--- src/rtl/mc_ctrl_pkg.sv ---
// mc_ctrl_pkg: state, opcode, funct and select encodings for the multi-cycle control unit.
// The TRAP state exists only when MC_CTRL_TRAP_EN is defined.
package mc_ctrl_pkg;
    typedef enum logic [3:0] {
        FETCH  = 4'd0,
        DECODE = 4'd1,
        EXEC   = 4'd2,
        MEM    = 4'd3,
        MEMWB  = 4'd4,
        ALUWB  = 4'd5
`ifdef MC_CTRL_TRAP_EN
        , TRAP = 4'd6
`endif
    } state_t;

    typedef enum logic [2:0] {CLS_R, CLS_ADDI, CLS_LW, CLS_SW, CLS_BEQ, CLS_BNE, CLS_BGTZ, CLS_ILL} cls_t;

    localparam logic [5:0] OP_R = 6'h00, OP_BEQ = 6'h04, OP_BNE = 6'h05, OP_BGTZ = 6'h07;
    localparam logic [5:0] OP_ADDI = 6'h08, OP_LW = 6'h23, OP_SW = 6'h2b;
    localparam logic [5:0] FN_SLL = 6'h00, FN_ADD = 6'h20, FN_ADDU = 6'h21, FN_SUB = 6'h22, FN_SUBU = 6'h23;
    localparam logic [5:0] FN_AND = 6'h24, FN_OR = 6'h25, FN_SLT = 6'h2a, FN_SLTU = 6'h2b;

    localparam logic [2:0] ALU_AND = 3'd0, ALU_OR = 3'd1, ALU_ADD = 3'd2, ALU_SLT = 3'd3;
    localparam logic [2:0] ALU_ADDU = 3'd4, ALU_SLL = 3'd5, ALU_SUB = 3'd6, ALU_SLTU = 3'd7;

    localparam logic [1:0] ALU_SRC_B_B = 2'd0, ALU_SRC_B_4 = 2'd1, ALU_SRC_B_IMM = 2'd2, ALU_SRC_B_IMM_SH = 2'd3;
    localparam logic [1:0] PC_SRC_ALU = 2'd0, PC_SRC_ALUOUT = 2'd1;

    // Raw datapath strobes before reset gating; field order matches the output concatenation in mc_control.
    typedef struct packed {
        logic       mem_req;
        logic       mem_we;
        logic       iord;
        logic       ir_we;
        logic       pc_we;
        logic [1:0] pc_src;
        logic       reg_we;
        logic       reg_dst;
        logic       mem_to_reg;
        logic       alu_src_a;
        logic [1:0] alu_src_b;
        logic       ext_op;
        logic       bus_err;
    } ctl_t;
endpackage

--- src/rtl/mc_ctrl_decode.sv ---
// mc_ctrl_decode: combinational op/funct decode into instruction class, EXEC-phase alu_ctr and legal flag.
module mc_ctrl_decode import mc_ctrl_pkg::*; #(
    parameter int ALUCTR_W = 3
) (
    input  logic [5:0]          op,
    input  logic [5:0]          funct,
    output cls_t                cls,
    output logic [ALUCTR_W-1:0] alu,
    output logic                legal
);
    logic [2:0] fn_alu, a;
    logic       fn_ok;

    // R-type funct to ALU operation; subu shares the sub encoding
    always_comb begin
        fn_alu = ALU_AND;
        fn_ok  = 1'b1;
        case (funct)
            FN_SLL:  fn_alu = ALU_SLL;
            FN_ADD:  fn_alu = ALU_ADD;
            FN_ADDU: fn_alu = ALU_ADDU;
            FN_SUB:  fn_alu = ALU_SUB;
            FN_SUBU: fn_alu = ALU_SUB;
            FN_AND:  fn_alu = ALU_AND;
            FN_OR:   fn_alu = ALU_OR;
            FN_SLT:  fn_alu = ALU_SLT;
            FN_SLTU: fn_alu = ALU_SLTU;
            default: fn_ok  = 1'b0;
        endcase
    end

    // opcode to class; unsupported encodings leave alu at 0 so EXEC drives nothing
    always_comb begin
        cls = CLS_ILL;
        a   = ALU_AND;
        case (op)
            OP_R:    begin cls = fn_ok ? CLS_R : CLS_ILL; a = fn_ok ? fn_alu : ALU_AND; end
            OP_ADDI: begin cls = CLS_ADDI; a = ALU_ADD; end
            OP_LW:   begin cls = CLS_LW;   a = ALU_ADD; end
            OP_SW:   begin cls = CLS_SW;   a = ALU_ADD; end
            OP_BEQ:  begin cls = CLS_BEQ;  a = ALU_SUB; end
            OP_BNE:  begin cls = CLS_BNE;  a = ALU_SUB; end
            OP_BGTZ: begin cls = CLS_BGTZ; a = ALU_SUB; end
            default: ;
        endcase
    end

    assign alu   = ALUCTR_W'(a);
    assign legal = cls != CLS_ILL;
endmodule

--- src/rtl/mc_control.sv ---
// mc_control: multi-cycle MIPS-subset control FSM with wait-state memory handshake and bounded timeout.
// Define MC_CTRL_TRAP_EN to add the illegal port and a sticky TRAP state for unsupported instructions.
module mc_control import mc_ctrl_pkg::*; #(
    parameter int WAIT_W       = 4,
    parameter int MEM_WAIT_MAX = 15,
    parameter int ALUCTR_W     = 3
) (
    input  logic                clk,
    input  logic                reset,
    input  logic [31:0]         inst,
    input  logic                zero,
    input  logic                sign,
    input  logic                mem_ready,
    output logic                mem_req,
    output logic                mem_we,
    output logic                iord,
    output logic                ir_we,
    output logic                pc_we,
    output logic [1:0]          pc_src,
    output logic                reg_we,
    output logic                reg_dst,
    output logic                mem_to_reg,
    output logic                alu_src_a,
    output logic [1:0]          alu_src_b,
    output logic                ext_op,
    output logic [ALUCTR_W-1:0] alu_ctr,
    output logic                bus_err,
    output logic [3:0]          state
`ifdef MC_CTRL_TRAP_EN
    , output logic              illegal
`endif
);
`ifdef MC_CTRL_TRAP_EN
    localparam state_t ILL_NXT = TRAP;
`else
    localparam state_t ILL_NXT = FETCH;
`endif

    state_t              st, nxt;
    logic [WAIT_W-1:0]   cnt, cnt_nxt;
    logic                rst_q, idle, timeout, legal, is_br, unused_inst;
    cls_t                cls;
    logic [ALUCTR_W-1:0] dec_alu, alu;
    ctl_t                c;

    mc_ctrl_decode #(.ALUCTR_W(ALUCTR_W)) u_dec (
        .op(inst[31:26]), .funct(inst[5:0]), .cls(cls), .alu(dec_alu), .legal(legal)
    );

    // rst_q keeps the cycle after reset silent so an aborted access cannot be followed by a stray write
    assign idle        = reset | rst_q;
    assign timeout     = !mem_ready && cnt == WAIT_W'(MEM_WAIT_MAX);
    assign is_br       = cls inside {CLS_BEQ, CLS_BNE, CLS_BGTZ};
    assign unused_inst = ^inst[25:6];

    // state register, memory wait counter and post-reset quiet flag
    always_ff @(posedge clk) begin
        if (reset) begin
            st    <= FETCH;
            cnt   <= '0;
            rst_q <= 1'b1;
        end else begin
            st    <= rst_q ? FETCH : nxt;
            cnt   <= rst_q ? '0 : cnt_nxt;
            rst_q <= 1'b0;
        end
    end

    // next state and raw strobes; the wait counter only advances while a memory access is stalled
    always_comb begin
        c       = '0;
        alu     = '0;
        nxt     = st;
        cnt_nxt = '0;
        case (st)
            FETCH: begin
                c.mem_req   = !timeout;
                c.alu_src_b = ALU_SRC_B_4;
                c.ir_we     = mem_ready;
                c.pc_we     = mem_ready;
                c.pc_src    = PC_SRC_ALU;
                c.bus_err   = timeout;
                alu         = ALUCTR_W'(ALU_ADD);
                nxt         = mem_ready ? DECODE : FETCH;
                cnt_nxt     = (mem_ready || timeout) ? '0 : cnt + 1'b1;
            end
            DECODE: begin
                c.alu_src_b = ALU_SRC_B_IMM_SH;
                c.ext_op    = 1'b1;
                alu         = ALUCTR_W'(ALU_ADD);
                nxt         = EXEC;
            end
            EXEC: begin
                alu         = dec_alu;
                c.alu_src_a = cls == CLS_R || is_br;
                c.alu_src_b = cls inside {CLS_ADDI, CLS_LW, CLS_SW} ? ALU_SRC_B_IMM : ALU_SRC_B_B;
                c.ext_op    = cls inside {CLS_ADDI, CLS_LW, CLS_SW};
                c.pc_src    = is_br ? PC_SRC_ALUOUT : PC_SRC_ALU;
                c.pc_we     = (cls == CLS_BEQ && zero) || (cls == CLS_BNE && !zero) ||
                              (cls == CLS_BGTZ && !zero && !sign);
                nxt         = !legal ? ILL_NXT : cls inside {CLS_LW, CLS_SW} ? MEM :
                              cls inside {CLS_R, CLS_ADDI} ? ALUWB : FETCH;
            end
            MEM: begin
                c.mem_req = !timeout;
                c.mem_we  = cls == CLS_SW && !timeout;
                c.iord    = 1'b1;
                c.bus_err = timeout;
                nxt       = timeout ? FETCH : !mem_ready ? MEM : cls == CLS_SW ? FETCH : MEMWB;
                cnt_nxt   = (mem_ready || timeout) ? '0 : cnt + 1'b1;
            end
            MEMWB: begin
                c.reg_we     = 1'b1;
                c.mem_to_reg = 1'b1;
                nxt          = FETCH;
            end
            ALUWB: begin
                c.reg_we  = 1'b1;
                c.reg_dst = cls == CLS_R;
                nxt       = FETCH;
            end
`ifdef MC_CTRL_TRAP_EN
            TRAP: nxt = TRAP;
`endif
            default: nxt = FETCH;
        endcase
    end

    assign {mem_req, mem_we, iord, ir_we, pc_we, pc_src, reg_we, reg_dst, mem_to_reg,
            alu_src_a, alu_src_b, ext_op, bus_err} = idle ? '0 : c;
    assign alu_ctr = idle ? '0 : alu;
    assign state   = st;
`ifdef MC_CTRL_TRAP_EN
    assign illegal = st == TRAP && !idle;
`endif
endmodule
--- config.mk ---
export PLATFORM = sky130hd
export DESIGN_NAME = mc_control
export DESIGN_NICKNAME = d
export VERILOG_FILES = /design/src/rtl/mc_ctrl_pkg.sv /design/src/rtl/mc_ctrl_decode.sv /design/src/rtl/mc_control.sv
export SDC_FILE = /design/constraint.sdc
export NUM_CORES = 1
export LEC_CHECK = 0
export CAP_MARGIN = 20
export CORE_ASPECT_RATIO = 2
export CORE_MARGIN = 4
export CORE_UTILIZATION = 31
export DETAILED_ROUTE_END_ITERATION = 8
export HOLD_SLACK_MARGIN = 0.05
export PLACE_DENSITY = 0.85
export SKIP_LAST_GASP = 1
export SLEW_MARGIN = 20
export SYNTH_ARGS = -nofsm -noshare
export SYNTH_HDL_FRONTEND = slang
export SYNTH_SLANG_ARGS = --single-unit
export TNS_END_PERCENT = 20
--- constraint.sdc ---
create_clock -name clk -period 2.2 [get_ports clk]
set_clock_uncertainty 0.2 [all_clocks]
set_input_delay 0.44 -clock clk [delete_from_list [all_inputs] [get_ports clk]]
set_output_delay 0.44 -clock clk [all_outputs]
set_load 0.05 [all_outputs]
==> flow_metrics.py <==
metrics = {
    "run_status": {
        "status": "finished, violations left",
        "violations": "setup timing",
    },
    "sta": {
        "setup_viol": 13,
        "setup-tns-final_ps": -4397,
        "finalHoldViolations": 0,
        "fin_ws_ps": -586.4,
        "report.final.slew_viol_count": 0,
        "rsz0062_at_grt": "true",
        "fmax_mhz": 358.9,
        "fin_crit_sh_pct": 126.7,
        "period_minus_slack_ps": 2786,
    },
    "worst_setup_path": {
        "cp.required_ps": 1560,
        "endpoint": "alu_ctr[2]",
        "worst_setup_path_start_kind": "primary input",
        "cp.arrival_ps": 2150,
        "r2r_setup_slack_ps": 220,
        "r2r-end": "state[1]",
        "startpoint": "inst[5]",
        "cp-end-kind": "output pin",
        "crit_fanout": 3,
        "setup.worst_path.class": "in -> out",
        "worst-r2r-cell-count": 6,
        "rr_startpoint": "state[2]",
    },
    "routing": {
        "vias_per_cell": 5.640,
        "ant_nets": 0,
        "wire_per_inst_um": 16.21,
        "dr_wl_met3_um": 200,
        "routed.top_layer": "met4",
        "route.detailed.drc": 0,
        "drt_iter0_drc": 31,
        "wl_met2_um": 2141,
        "wl_um": 3598,
        "m1WireLength_um": 1068,
        "first_pass_iters": 4,
        "route.vias.total": 1252,
    },
    "finish": {
        "final_common_cell": "buf_4",
        "diodes": 0,
        "drive_above_1_share_pct": 52.58,
        "syn2layout_area_growth_pct": 133.9,
        "post-route-util_pct": 75.79,
        "num-nets-final": 233,
        "final_cell_mix": "buf_4, buf_12, nor2_1",
    },
    "clock_tree": {
        "root_buffer": "clkbuf_8",
        "path_clk_slew_ps": 40,
        "cts_tree": "built",
        "clk-insertion-delay-late_ps": 230,
        "cts_buffer_depth": 2,
        "h-tree-depth": 1,
        "numCtsBuffers": 3,
        "cts_sinks": 8,
        "ctsHoldBuffers": 0,
    },
    "yosys": {
        "synth_edf_count": 0,
        "synthFlopType": "dfxtp_1",
        "netlist_instances": 115,
        "synth_cell_types": 45,
        "ys_async_sr_fraction_pct": 0,
        "syn_avg_cell_area_um2": 7.148,
        "synth-seq-cells": 8,
        "syn-cell-area_um2": 822.0,
        "seq_area_frac_synth_pct": 19.48,
        "yosysWarnings": 0,
    },
    "power_and_ir_drop": {
        "p_leak_nw": 0.8173,
        "ir_drop_uv": 498.6,
        "power_density_nw_per_um2": 290.1,
    },
    "global_route": {
        "antenna_found_initial": 0,
        "grt_pass1_wl_um": 5906,
        "grt_pass1_vias": 1375,
        "grt_max_degree": 10,
        "grtUsageTotal_pct": 21.83,
        "overflow": 0,
    },
    "placement": {
        "place_hpwl_um": 2827,
        "portBuffers": 36,
        "gp_congestion": 0.8496,
    },
    "floorplan": {
        "core_area_um2": 2537,
        "die-area_um2": 3589,
        "die_w_um": 44.41,
        "pin_count": 59,
        "start_util_pct": 32.40,
        "fp.dieH_um": 80.83,
        "row_count": 26,
    },
    "worst_hold_path": {
        "min_path_type": "in -> reg",
    },
    "run": {
        "cap_violations": 0,
    },
}
## per-layer routing
layer,up-vias,global-route usage (%)
li1,572,-
met1,601,17.83
met2,59,45.03
met3,20,3.991
met4,0,11.18
met5,-,0
## worst max-delay path, stage by stage
cell and delay [ps]:
clkdlybuf4s50_1 500, nor2b_2 180, a22oi_1 110, nand2b_1 190, o31a_1 340, nor3_4 210, buf_12 160
## sequential cells by signal, summed over array words and instances, names as in the netlist
register / flops
state: 3
cnt: 4
rst_q: 1
## synthesized netlist by cell type, types with 2 or more instances
cell type  number  area share [%]
nor2b_1         6             4.6
nor3_1          5             3.0
nor3b_1         3             2.7
o21ai_0         7             4.3
nand2b_1        3             2.3
nand3_1         6             3.7
dfxtp_1         8              19
inv_1           5             2.3
a22oi_1         2             1.8
nand2_1         5             2.3
clkbuf_1        2            0.91
a21oi_1         5             3.0
o211ai_1        2             1.8
buf_4           2             1.8
a31oi_1         3             2.3
o21bai_1        2             1.8
or3_1           2             1.5
nor4b_1         2             2.1
nor4_1          2             1.5
nor2_1         18             8.2
## how the worst min path moves through the flow
stage               endpoint  slack (ps)  startpoint  cells past startpoint
finish                 rst_q         260       reset                      2
global route           rst_q         270       reset                      2
CTS                    rst_q         260       reset                      2
detailed placement    cnt[0]         280      cnt[0]                      1
global placement      cnt[0]         230      cnt[0]                      1
floorplan             cnt[0]         220      cnt[0]                      1
## area by class of cell
class	count	area, µm²
repair buffers	79	849.6
fillers	166	614.3
flip-flops and latches	8	167.7
inverters	5	18.77
multi-input cells	98	807.0
clock buffers	4	45.04
well taps	28	35.03
## timing repair
action	in CTS	in global routing
pin swaps	11	2
setup endpoints to repair	20	15
buffers inserted	3	2
resized for setup	40	8
## stage by stage
step | power (mW) | cells | worst slack (ps) | area, µm² | hold slack (ps)
after floorplan | 0.2410 | 116 | -503.3 | 952.2 | 217.5
after global placement | 0.3490 | 213 | -816.6 | 1768 | 227.8
after detailed placement | 0.3561 | 213 | -887.5 | 1768 | 279.0
after CTS | 0.5515 | 220 | -655.9 | 1884 | 259.0
after global routing | 0.5819 | 222 | -626.4 | 1923 | 268.0
final | 0.5579 | 222 | -586.4 | 1923 | 263.2
## logic make-up after synthesis
logic type                 after synthesis  share of synthesized area, %
AOI/OAI and AO/OA                       29                         23.13
xor gates and xnor gates                 2                         2.131
adders and majority gates                2                         2.740
buffers and inverters                   10                         5.631
DFF                                      8                         19.48
muxes                                    1                         1.218
other                                    1                        0.4562
and+or+nand+nor                         62                         45.21
## power breakdown
group / leakage [nW] / switching [mW] / internal [mW]
sequential: 0.0667 / 0.00188 / 0.146
clock: 0.0228 / 0.0620 / 0.126
combinational: 0.728 / 0.115 / 0.106
total: 0.817 / 0.179 / 0.379
Note: power is estimated with default switching activity, not from simulation.
